===== src/rtl/wb_openram_port0_arbiter_if.sv =====
// Bus bundle for the OpenRAM port-0 arbiter: two Wishbone
// slave ports, the write-protect strap and the RAM port-0 pins.
interface wb_openram_port0_arbiter_if #(
  parameter int AW = 8,
  parameter int DW = 32
);
  logic          wbsa_stb_i;
  logic          wbsa_cyc_i;
  logic          wbsa_we_i;
  logic [DW/8-1:0] wbsa_sel_i;
  logic [DW-1:0] wbsa_dat_i;
  logic [31:0]   wbsa_adr_i;
  logic          wbsa_ack_o;
  logic [DW-1:0] wbsa_dat_o;

  logic          wbsb_stb_i;
  logic          wbsb_cyc_i;
  logic          wbsb_we_i;
  logic [DW/8-1:0] wbsb_sel_i;
  logic [DW-1:0] wbsb_dat_i;
  logic [31:0]   wbsb_adr_i;
  logic          wbsb_ack_o;
  logic [DW-1:0] wbsb_dat_o;

  logic          writable_b;
  logic          grant_b_o;

  logic          ram_clk0;
  logic          ram_csb0;
  logic          ram_web0;
  logic [DW/8-1:0] ram_wmask0;
  logic [AW-1:0] ram_addr0;
  logic [DW-1:0] ram_din0;
  logic [DW-1:0] ram_dout0;

  modport slave (
    input  wbsa_stb_i, wbsa_cyc_i, wbsa_we_i,
    input  wbsa_sel_i, wbsa_dat_i, wbsa_adr_i,
    output wbsa_ack_o, wbsa_dat_o,
    input  wbsb_stb_i, wbsb_cyc_i, wbsb_we_i,
    input  wbsb_sel_i, wbsb_dat_i, wbsb_adr_i,
    output wbsb_ack_o, wbsb_dat_o,
    input  writable_b,
    output grant_b_o,
    output ram_clk0, ram_csb0, ram_web0,
    output ram_wmask0, ram_addr0, ram_din0,
    input  ram_dout0
  );

  modport master (
    output wbsa_stb_i, wbsa_cyc_i, wbsa_we_i,
    output wbsa_sel_i, wbsa_dat_i, wbsa_adr_i,
    input  wbsa_ack_o, wbsa_dat_o,
    output wbsb_stb_i, wbsb_cyc_i, wbsb_we_i,
    output wbsb_sel_i, wbsb_dat_i, wbsb_adr_i,
    input  wbsb_ack_o, wbsb_dat_o,
    output writable_b,
    input  grant_b_o,
    input  ram_clk0, ram_csb0, ram_web0,
    input  ram_wmask0, ram_addr0, ram_din0,
    output ram_dout0
  );
endinterface


===== src/rtl/wb_openram_port0_arbiter.sv =====
// Round-robin arbiter sharing OpenRAM port 0 between two
// Wishbone slave ports, one transaction in flight.
module wb_openram_port0_arbiter #(
  parameter int ADDR_WIDTH = 8,
  parameter int DATA_WIDTH = 32
) (
  input  logic wb_clk_i,
  input  logic wb_rst_i,
  wb_openram_port0_arbiter_if.slave bus
);
  localparam int MW = DATA_WIDTH / 8;

  typedef enum logic [1:0] {
    S_IDLE, S_ISSUE, S_RESP, S_ACK
  } state_t;

  state_t r_state;
  logic r_last_b;
  logic r_grant_b;
  logic r_wr;
  logic r_csb;
  logic r_web;
  logic r_ack_a;
  logic r_ack_b;
  logic [MW-1:0]         r_wmask;
  logic [ADDR_WIDTH-1:0] r_addr;
  logic [DATA_WIDTH-1:0] r_din;
  logic [DATA_WIDTH-1:0] r_dat_a;
  logic [DATA_WIDTH-1:0] r_dat_b;

  logic w_req_a;
  logic w_req_b;
  logic w_any;
  logic w_pick_b;
  logic w_we;
  logic w_protect;
  logic [31:0]           w_adr;
  logic [DATA_WIDTH-1:0] w_dat;
  logic [MW-1:0]         w_sel;
  logic                  w_unused;

  assign w_req_a  = bus.wbsa_stb_i & bus.wbsa_cyc_i;
  assign w_req_b  = bus.wbsb_stb_i & bus.wbsb_cyc_i;
  assign w_any    = w_req_a | w_req_b;
  // B wins when alone, or on a tie when A was served last
  assign w_pick_b = w_req_b & (~w_req_a | ~r_last_b);
  assign w_we  = w_pick_b ? bus.wbsb_we_i  : bus.wbsa_we_i;
  assign w_adr = w_pick_b ? bus.wbsb_adr_i : bus.wbsa_adr_i;
  assign w_dat = w_pick_b ? bus.wbsb_dat_i : bus.wbsa_dat_i;
  assign w_sel = w_pick_b ? bus.wbsb_sel_i : bus.wbsa_sel_i;
  assign w_protect = w_pick_b & bus.wbsb_we_i & ~bus.writable_b;
  assign w_unused  = ^{w_adr[31:ADDR_WIDTH+2], w_adr[1:0]};

  always_ff @(posedge wb_clk_i or posedge wb_rst_i) begin
    if (wb_rst_i) begin
      r_state   <= S_IDLE;
      r_last_b  <= 1'b1;
      r_grant_b <= 1'b0;
      r_wr      <= 1'b0;
      r_csb     <= 1'b1;
      r_web     <= 1'b1;
      r_ack_a   <= 1'b0;
      r_ack_b   <= 1'b0;
      r_wmask   <= '0;
      r_addr    <= '0;
      r_din     <= '0;
      r_dat_a   <= '0;
      r_dat_b   <= '0;
    end else begin
      unique case (r_state)
        S_IDLE: begin
          if (w_any) begin
            r_addr    <= w_adr[ADDR_WIDTH+1:2];
            r_din     <= w_dat;
            r_wmask   <= w_sel;
            r_web     <= ~w_we;
            r_wr      <= w_we;
            r_csb     <= w_protect;
            r_last_b  <= w_pick_b;
            r_grant_b <= w_pick_b;
            r_state   <= S_ISSUE;
          end
        end
        S_ISSUE: begin
          r_csb   <= 1'b1;
          r_web   <= 1'b1;
          r_state <= S_RESP;
        end
        S_RESP: begin
          if (r_grant_b) begin
            r_ack_b <= 1'b1;
            if (!r_wr) r_dat_b <= bus.ram_dout0;
          end else begin
            r_ack_a <= 1'b1;
            if (!r_wr) r_dat_a <= bus.ram_dout0;
          end
          r_state <= S_ACK;
        end
        S_ACK: begin
          r_ack_a <= 1'b0;
          r_ack_b <= 1'b0;
          r_state <= S_IDLE;
        end
        default: r_state <= S_IDLE;
      endcase
    end
  end

  assign bus.ram_clk0   = wb_clk_i;
  assign bus.ram_csb0   = r_csb;
  assign bus.ram_web0   = r_web;
  assign bus.ram_wmask0 = r_wmask;
  assign bus.ram_addr0  = r_addr;
  assign bus.ram_din0   = r_din;
  assign bus.wbsa_ack_o = r_ack_a;
  assign bus.wbsb_ack_o = r_ack_b;
  assign bus.wbsa_dat_o = r_dat_a;
  assign bus.wbsb_dat_o = r_dat_b;
  assign bus.grant_b_o  = r_grant_b;
endmodule


===== src/flat_wrapper.sv =====
// flat-port wrapper written by rule: the top's interface ports become plain ports
module wb_openram_port0_arbiter_flat 
#(
  parameter int ADDR_WIDTH = 8,
  parameter int DATA_WIDTH = 32
)
  (wb_clk_i, wb_rst_i, bus_wbsa_stb_i, bus_wbsa_cyc_i, bus_wbsa_we_i, bus_wbsa_sel_i, bus_wbsa_dat_i, bus_wbsa_adr_i, bus_wbsa_ack_o, bus_wbsa_dat_o, bus_wbsb_stb_i, bus_wbsb_cyc_i, bus_wbsb_we_i, bus_wbsb_sel_i, bus_wbsb_dat_i, bus_wbsb_adr_i, bus_wbsb_ack_o, bus_wbsb_dat_o, bus_writable_b, bus_grant_b_o, bus_ram_clk0, bus_ram_csb0, bus_ram_web0, bus_ram_wmask0, bus_ram_addr0, bus_ram_din0, bus_ram_dout0);
  wb_openram_port0_arbiter_if #(.AW(8), .DW(32)) bus_i ();
  input  logic wb_clk_i;
  input  logic wb_rst_i;
  input wire logic [$bits(bus_i.wbsa_stb_i)-1:0] bus_wbsa_stb_i;
  input wire logic [$bits(bus_i.wbsa_cyc_i)-1:0] bus_wbsa_cyc_i;
  input wire logic [$bits(bus_i.wbsa_we_i)-1:0] bus_wbsa_we_i;
  input wire logic [$bits(bus_i.wbsa_sel_i)-1:0] bus_wbsa_sel_i;
  input wire logic [$bits(bus_i.wbsa_dat_i)-1:0] bus_wbsa_dat_i;
  input wire logic [$bits(bus_i.wbsa_adr_i)-1:0] bus_wbsa_adr_i;
  output wire logic [$bits(bus_i.wbsa_ack_o)-1:0] bus_wbsa_ack_o;
  output wire logic [$bits(bus_i.wbsa_dat_o)-1:0] bus_wbsa_dat_o;
  input wire logic [$bits(bus_i.wbsb_stb_i)-1:0] bus_wbsb_stb_i;
  input wire logic [$bits(bus_i.wbsb_cyc_i)-1:0] bus_wbsb_cyc_i;
  input wire logic [$bits(bus_i.wbsb_we_i)-1:0] bus_wbsb_we_i;
  input wire logic [$bits(bus_i.wbsb_sel_i)-1:0] bus_wbsb_sel_i;
  input wire logic [$bits(bus_i.wbsb_dat_i)-1:0] bus_wbsb_dat_i;
  input wire logic [$bits(bus_i.wbsb_adr_i)-1:0] bus_wbsb_adr_i;
  output wire logic [$bits(bus_i.wbsb_ack_o)-1:0] bus_wbsb_ack_o;
  output wire logic [$bits(bus_i.wbsb_dat_o)-1:0] bus_wbsb_dat_o;
  input wire logic [$bits(bus_i.writable_b)-1:0] bus_writable_b;
  output wire logic [$bits(bus_i.grant_b_o)-1:0] bus_grant_b_o;
  output wire logic [$bits(bus_i.ram_clk0)-1:0] bus_ram_clk0;
  output wire logic [$bits(bus_i.ram_csb0)-1:0] bus_ram_csb0;
  output wire logic [$bits(bus_i.ram_web0)-1:0] bus_ram_web0;
  output wire logic [$bits(bus_i.ram_wmask0)-1:0] bus_ram_wmask0;
  output wire logic [$bits(bus_i.ram_addr0)-1:0] bus_ram_addr0;
  output wire logic [$bits(bus_i.ram_din0)-1:0] bus_ram_din0;
  input wire logic [$bits(bus_i.ram_dout0)-1:0] bus_ram_dout0;
  assign bus_i.wbsa_stb_i = bus_wbsa_stb_i;
  assign bus_i.wbsa_cyc_i = bus_wbsa_cyc_i;
  assign bus_i.wbsa_we_i = bus_wbsa_we_i;
  assign bus_i.wbsa_sel_i = bus_wbsa_sel_i;
  assign bus_i.wbsa_dat_i = bus_wbsa_dat_i;
  assign bus_i.wbsa_adr_i = bus_wbsa_adr_i;
  assign bus_wbsa_ack_o = bus_i.wbsa_ack_o;
  assign bus_wbsa_dat_o = bus_i.wbsa_dat_o;
  assign bus_i.wbsb_stb_i = bus_wbsb_stb_i;
  assign bus_i.wbsb_cyc_i = bus_wbsb_cyc_i;
  assign bus_i.wbsb_we_i = bus_wbsb_we_i;
  assign bus_i.wbsb_sel_i = bus_wbsb_sel_i;
  assign bus_i.wbsb_dat_i = bus_wbsb_dat_i;
  assign bus_i.wbsb_adr_i = bus_wbsb_adr_i;
  assign bus_wbsb_ack_o = bus_i.wbsb_ack_o;
  assign bus_wbsb_dat_o = bus_i.wbsb_dat_o;
  assign bus_i.writable_b = bus_writable_b;
  assign bus_grant_b_o = bus_i.grant_b_o;
  assign bus_ram_clk0 = bus_i.ram_clk0;
  assign bus_ram_csb0 = bus_i.ram_csb0;
  assign bus_ram_web0 = bus_i.ram_web0;
  assign bus_ram_wmask0 = bus_i.ram_wmask0;
  assign bus_ram_addr0 = bus_i.ram_addr0;
  assign bus_ram_din0 = bus_i.ram_din0;
  assign bus_i.ram_dout0 = bus_ram_dout0;
  wb_openram_port0_arbiter #(.ADDR_WIDTH(ADDR_WIDTH), .DATA_WIDTH(DATA_WIDTH)) u_core (.wb_clk_i(wb_clk_i), .wb_rst_i(wb_rst_i), .bus(bus_i));
endmodule

===== config.mk =====
export PLATFORM = sky130hd
export DESIGN_NAME = wb_openram_port0_arbiter_flat
export DESIGN_NICKNAME = d
export VERILOG_FILES = /design/src/rtl/wb_openram_port0_arbiter_if.sv /design/src/rtl/wb_openram_port0_arbiter.sv /design/src/flat_wrapper.sv
export SDC_FILE = /design/constraint.sdc
export NUM_CORES = 1
export LEC_CHECK = 0
export CORE_MARGIN = 10
export CORE_UTILIZATION = 38
export DETAILED_ROUTE_END_ITERATION = 10
export PLACE_DENSITY = 0.8
export RECOVER_POWER = 25
export SYNTH_ARGS = -nofsm -noshare
export SYNTH_HDL_FRONTEND = slang
export SYNTH_SLANG_ARGS = --single-unit

===== constraint.sdc =====
create_clock -name wb_clk_i -period 4.8 [get_ports wb_clk_i]
set_input_delay 0.72 -clock wb_clk_i [delete_from_list [all_inputs] [get_ports wb_clk_i]]
set_output_delay 0.72 -clock wb_clk_i [all_outputs]
set_load 0.005 [all_outputs]

* After elaboration in Yosys (flattened, before gate mapping)
Index checks and enable logic that the tools add are counted.
** Storage, ports and cells
- Register bits :: 117
- Input bits :: 177
- Output and inout bits :: 114
- Logic and storage cells :: 55
** Operators by class
- Eq/ne operators :: 6
- Muxes and demuxes :: 14
- Bitwise gates (word level) :: 13
- Reduce and logical (&&, ||, !) cells :: 9
** Operators by type and width (number)
- $mux W32 :: 1
- $mux W10 :: 1
- $pmux W1 S2 :: 4
- $pmux W2 S4 :: 1
- $reduce_and A2 Y1 :: 4
- $not A1 Y1 :: 6
- $reduce_and A3 Y1 :: 2
- $and A1 B1 Y1 :: 5
- $mux W1 :: 5
- $eq A2 B2 Y1 const B :: 2
- $mux W4 :: 1
- $ne A2 B1 Y1 const B :: 2
- $reduce_bool A2 Y1 :: 2
- $eq A2 B1 Y1 const B :: 1
- $logic_not A2 Y1 :: 1
- $mux W2 :: 1
- $ne A2 B2 Y1 const B :: 1
- $or A1 B1 Y1 :: 2

* Depth between registers and ports, before layout
- Depth after elaboration :: 8
- Depth in mapped cells :: 7
- Gate-level depth less buffers :: 5

==> run summary <==
Status: complete, but fails checks
Violated checks: max-capacitance violations, max-slew violations
Seq/Total Area, Yosys: 0.587
I/O pin count: 291
Maximum VDD drop: 0.245 mV
Final ANT Viol Nets: 0
Initial Util: 0.392
Worst path most repeated cell: clkbuf_16
Buffers plus inverters on the worst setup path: 3
Most frequent cells in the layout: 241 x clkdlybuf4s50_1, 114 x dfrtp_1, 94 x nand2_1, 46 x nor2_1, 44 x a31oi_1
Min-Delay Path Class: reg2reg
Die Area: 18,100 µm²
Setup WS pre-CTS: 1.27 ns
First-pass GRT wire length: 24.6 mm
# rows: 41
Pwr dens: 664 nW/µm²
Clk Latency, worst-skew pair: 0.52 ns
Worst path max stage delay: 0.44 ns
Worst setup EP type: output port
TNS Setup: 0 ns
Number of global-route vias before repair: 4,490
Final hold violation count: 0
Most common cell after layout, fill and taps aside: clkdlybuf4s50_1
Unrepaired setup endpoints after global routing: false
Critical path class: clk2out
Post-CTS Setup Inserts: 0
Actual slew at the worst max-slew pin: 2.46 ns
Met3 Usage GRT: 0.0901
Distinct cells, synth: 25
Initial antenna violation count: 0
Vias: 4,210
Top cell family by delay on the critical path: buffers and inverters
Core Util, Final: 0.644
DPL Wire Length: 11.9 mm
Clock transition at the registers of the reported paths: 0.05 ns
Largest net degree at the start of global routing: 85
Worst setup margin: 0.992 ns
Core area: 12,700 µm²
Die H: 135 µm
GR peak layer: met2
Final GP Congestion: 0.816
Endpoints failing setup: 0
Drt drc: 0
Vias/cell: 4.95
GRT Residual Overflow: 0
GR Util All Layers: 0.172
DR WL/cell: 18.5 µm
Post-CTS sizing: 0
Yosys warnings: 0
Mean Syn Cell Area: 11.8 µm²
Critical path's slowest cell: clkdlybuf4s50_1
Max Cap Viol: 2
Global-route track usage on met2: 0.267
Layout area overhead: 64.1%
Final Net Count: 848
Crit Path Max Fanout: 2
Crit-path cells: clkbuf_16 -> clkbuf_16 -> clkdlybuf4s50_1
Final hold slack: 0.501 ns
Synth Cell Area: 4990 µm²
Ant. Diodes: 0
Layout Skew: 0.0100 ns
Worst EP required: 4.08 ns
Final WL: 15.7 mm
Crit start category: clock port
Die Span X: 135 µm
Fill count: 971
DRT Pass-1 Iters: 5
Share of layout cells above drive strength 1: 0.159
Number of DRC markers in iteration 0: 160
Worst EP arrival: 3.09 ns
Slew margin rel.: -0.642
GRT met1 Usage: 0.196
CTS Hold Buffers Added: 0
Flops & latches, synth: 117
CTS tree: yes
Fin. max-slew vios: 95
Syn Inst Count: 423
Leak Pwr: 3.45 nW
Syn nets: 605
Total power: 0.00544 W
Number of port buffers: 242
power by group:
part	switching, W	internal [W]	total, W	leakage [nW]
logic	0.000758	0.00140	0.00216	1.77
registers	0.000303	0.00150	0.00180	1.35
clock network	0.000468	0.00100	0.00147	0.342
path summary, 6_finish.rpt:
| kind | from | endpoint | cells after the start | slack, ns |
|---|---|---|---|---|
| setup / recovery | wb_clk_i | bus_ram_clk0 | 3 | 0.99 |
| hold / removal | u_core.bus.wbsb_dat_o[2] | u_core.bus.wbsb_dat_o[2] | 1 | 0.50 |
| setup reg to reg | u_core.r_state[0] | u_core.bus.wbsa_dat_o[3] | 6 | 2.31 |
| hold reg to reg | u_core.bus.wbsb_dat_o[2] | u_core.bus.wbsb_dat_o[2] | 1 | 0.50 |
| max in group asynchronous | wb_rst_i | u_core.bus.ram_din0[24] | 3 | 1.14 |
| min in group asynchronous | wb_rst_i | u_core.bus.wbsa_dat_o[17] | 2 | 0.86 |
worst register-to-register path, cell delays in order (launching register included):
cell and delay (ns):
dfrtp_1 0.40, inv_1 0.13, ha_1 0.27, nor2b_1 0.25, nor2b_4 0.51, buf_4 0.46, mux2_4 0.36
kinds of logic (layout without fill, tap and decap cells):
logic type | Yosys count | in the layout | share of synthesized area
and+or+nand+nor | 149 | 149 | 0.119
DFF | 117 | 117 | 0.587
muxes | 65 | 65 | 0.169
AOI/OAI and AO/OA | 57 | 57 | 0.0727
buffers and inverters | 30 | 286 | 0.0396
adders and majority gates | 5 | 5 | 0.0125
per-stage QoR:
| step | area, µm² | instances |
|---|---|---|
| finish | 8190 | 851 |
| global placement | 7510 | 816 |
| detailed placement | 7510 | 816 |
| CTS | 8210 | 851 |
| floorplan | 4990 | 423 |
| global route | 8190 | 851 |
metal layers:
layer  up-vias  wire length, µm
met5         -                0
met4         0              293
met3        23             1740
met2       221             7040
met1      2026             6640
li1       1940                -
registers in the layout, summed over array words and instances (netlist names):
signal	count
u_core.bus.wbsb_ack_o	1
u_core.bus.wbsb_dat_o	32
u_core.r_last_b	1
u_core.r_wr	1
u_core.bus.ram_web0	1
u_core.bus.grant_b_o	1
u_core.bus.ram_wmask0	4
u_core.bus.ram_din0	32
u_core.bus.ram_csb0	1
u_core.bus.ram_addr0	8
u_core.bus.wbsa_ack_o	1
u_core.r_state	2
u_core.bus.wbsa_dat_o	32
area by class of cell:
type,instances,area (µm²),share of cell area
sequential,117,2930,0.358
timing repair buffer,247,2450,0.299
multi-input combinational,276,1870,0.229
clock buffer,24,532,0.0649
tap,172,215,0.0263
clock inverter,12,176,0.0215
inverter,3,12.5,0.00153
synthesized netlist by cell type:
library cell,instances,area [µm²]
a21boi_0,1,7.51
a21oi_1,2,10.0
a22o_1,2,17.5
a31oi_1,44,275
buf_2,17,85.1
buf_4,6,45.0
buf_6,1,11.3
buf_8,3,45.0
dfrtp_1,114,2850
dfstp_2,3,78.8
ha_1,5,62.6
inv_1,3,11.3
mux2_2,34,383
mux2_4,30,450
mux2i_1,1,10.0
nand2_1,94,353
nand3_1,4,20.0
nand3b_1,1,7.51
nor2_1,46,173
nor2b_1,1,6.26
nor2b_4,2,27.5
nor3b_1,1,7.51
o21a_1,1,7.51
o21ai_0,5,25.0
o32a_1,2,20.0
(Power assumes the default switching activity.)
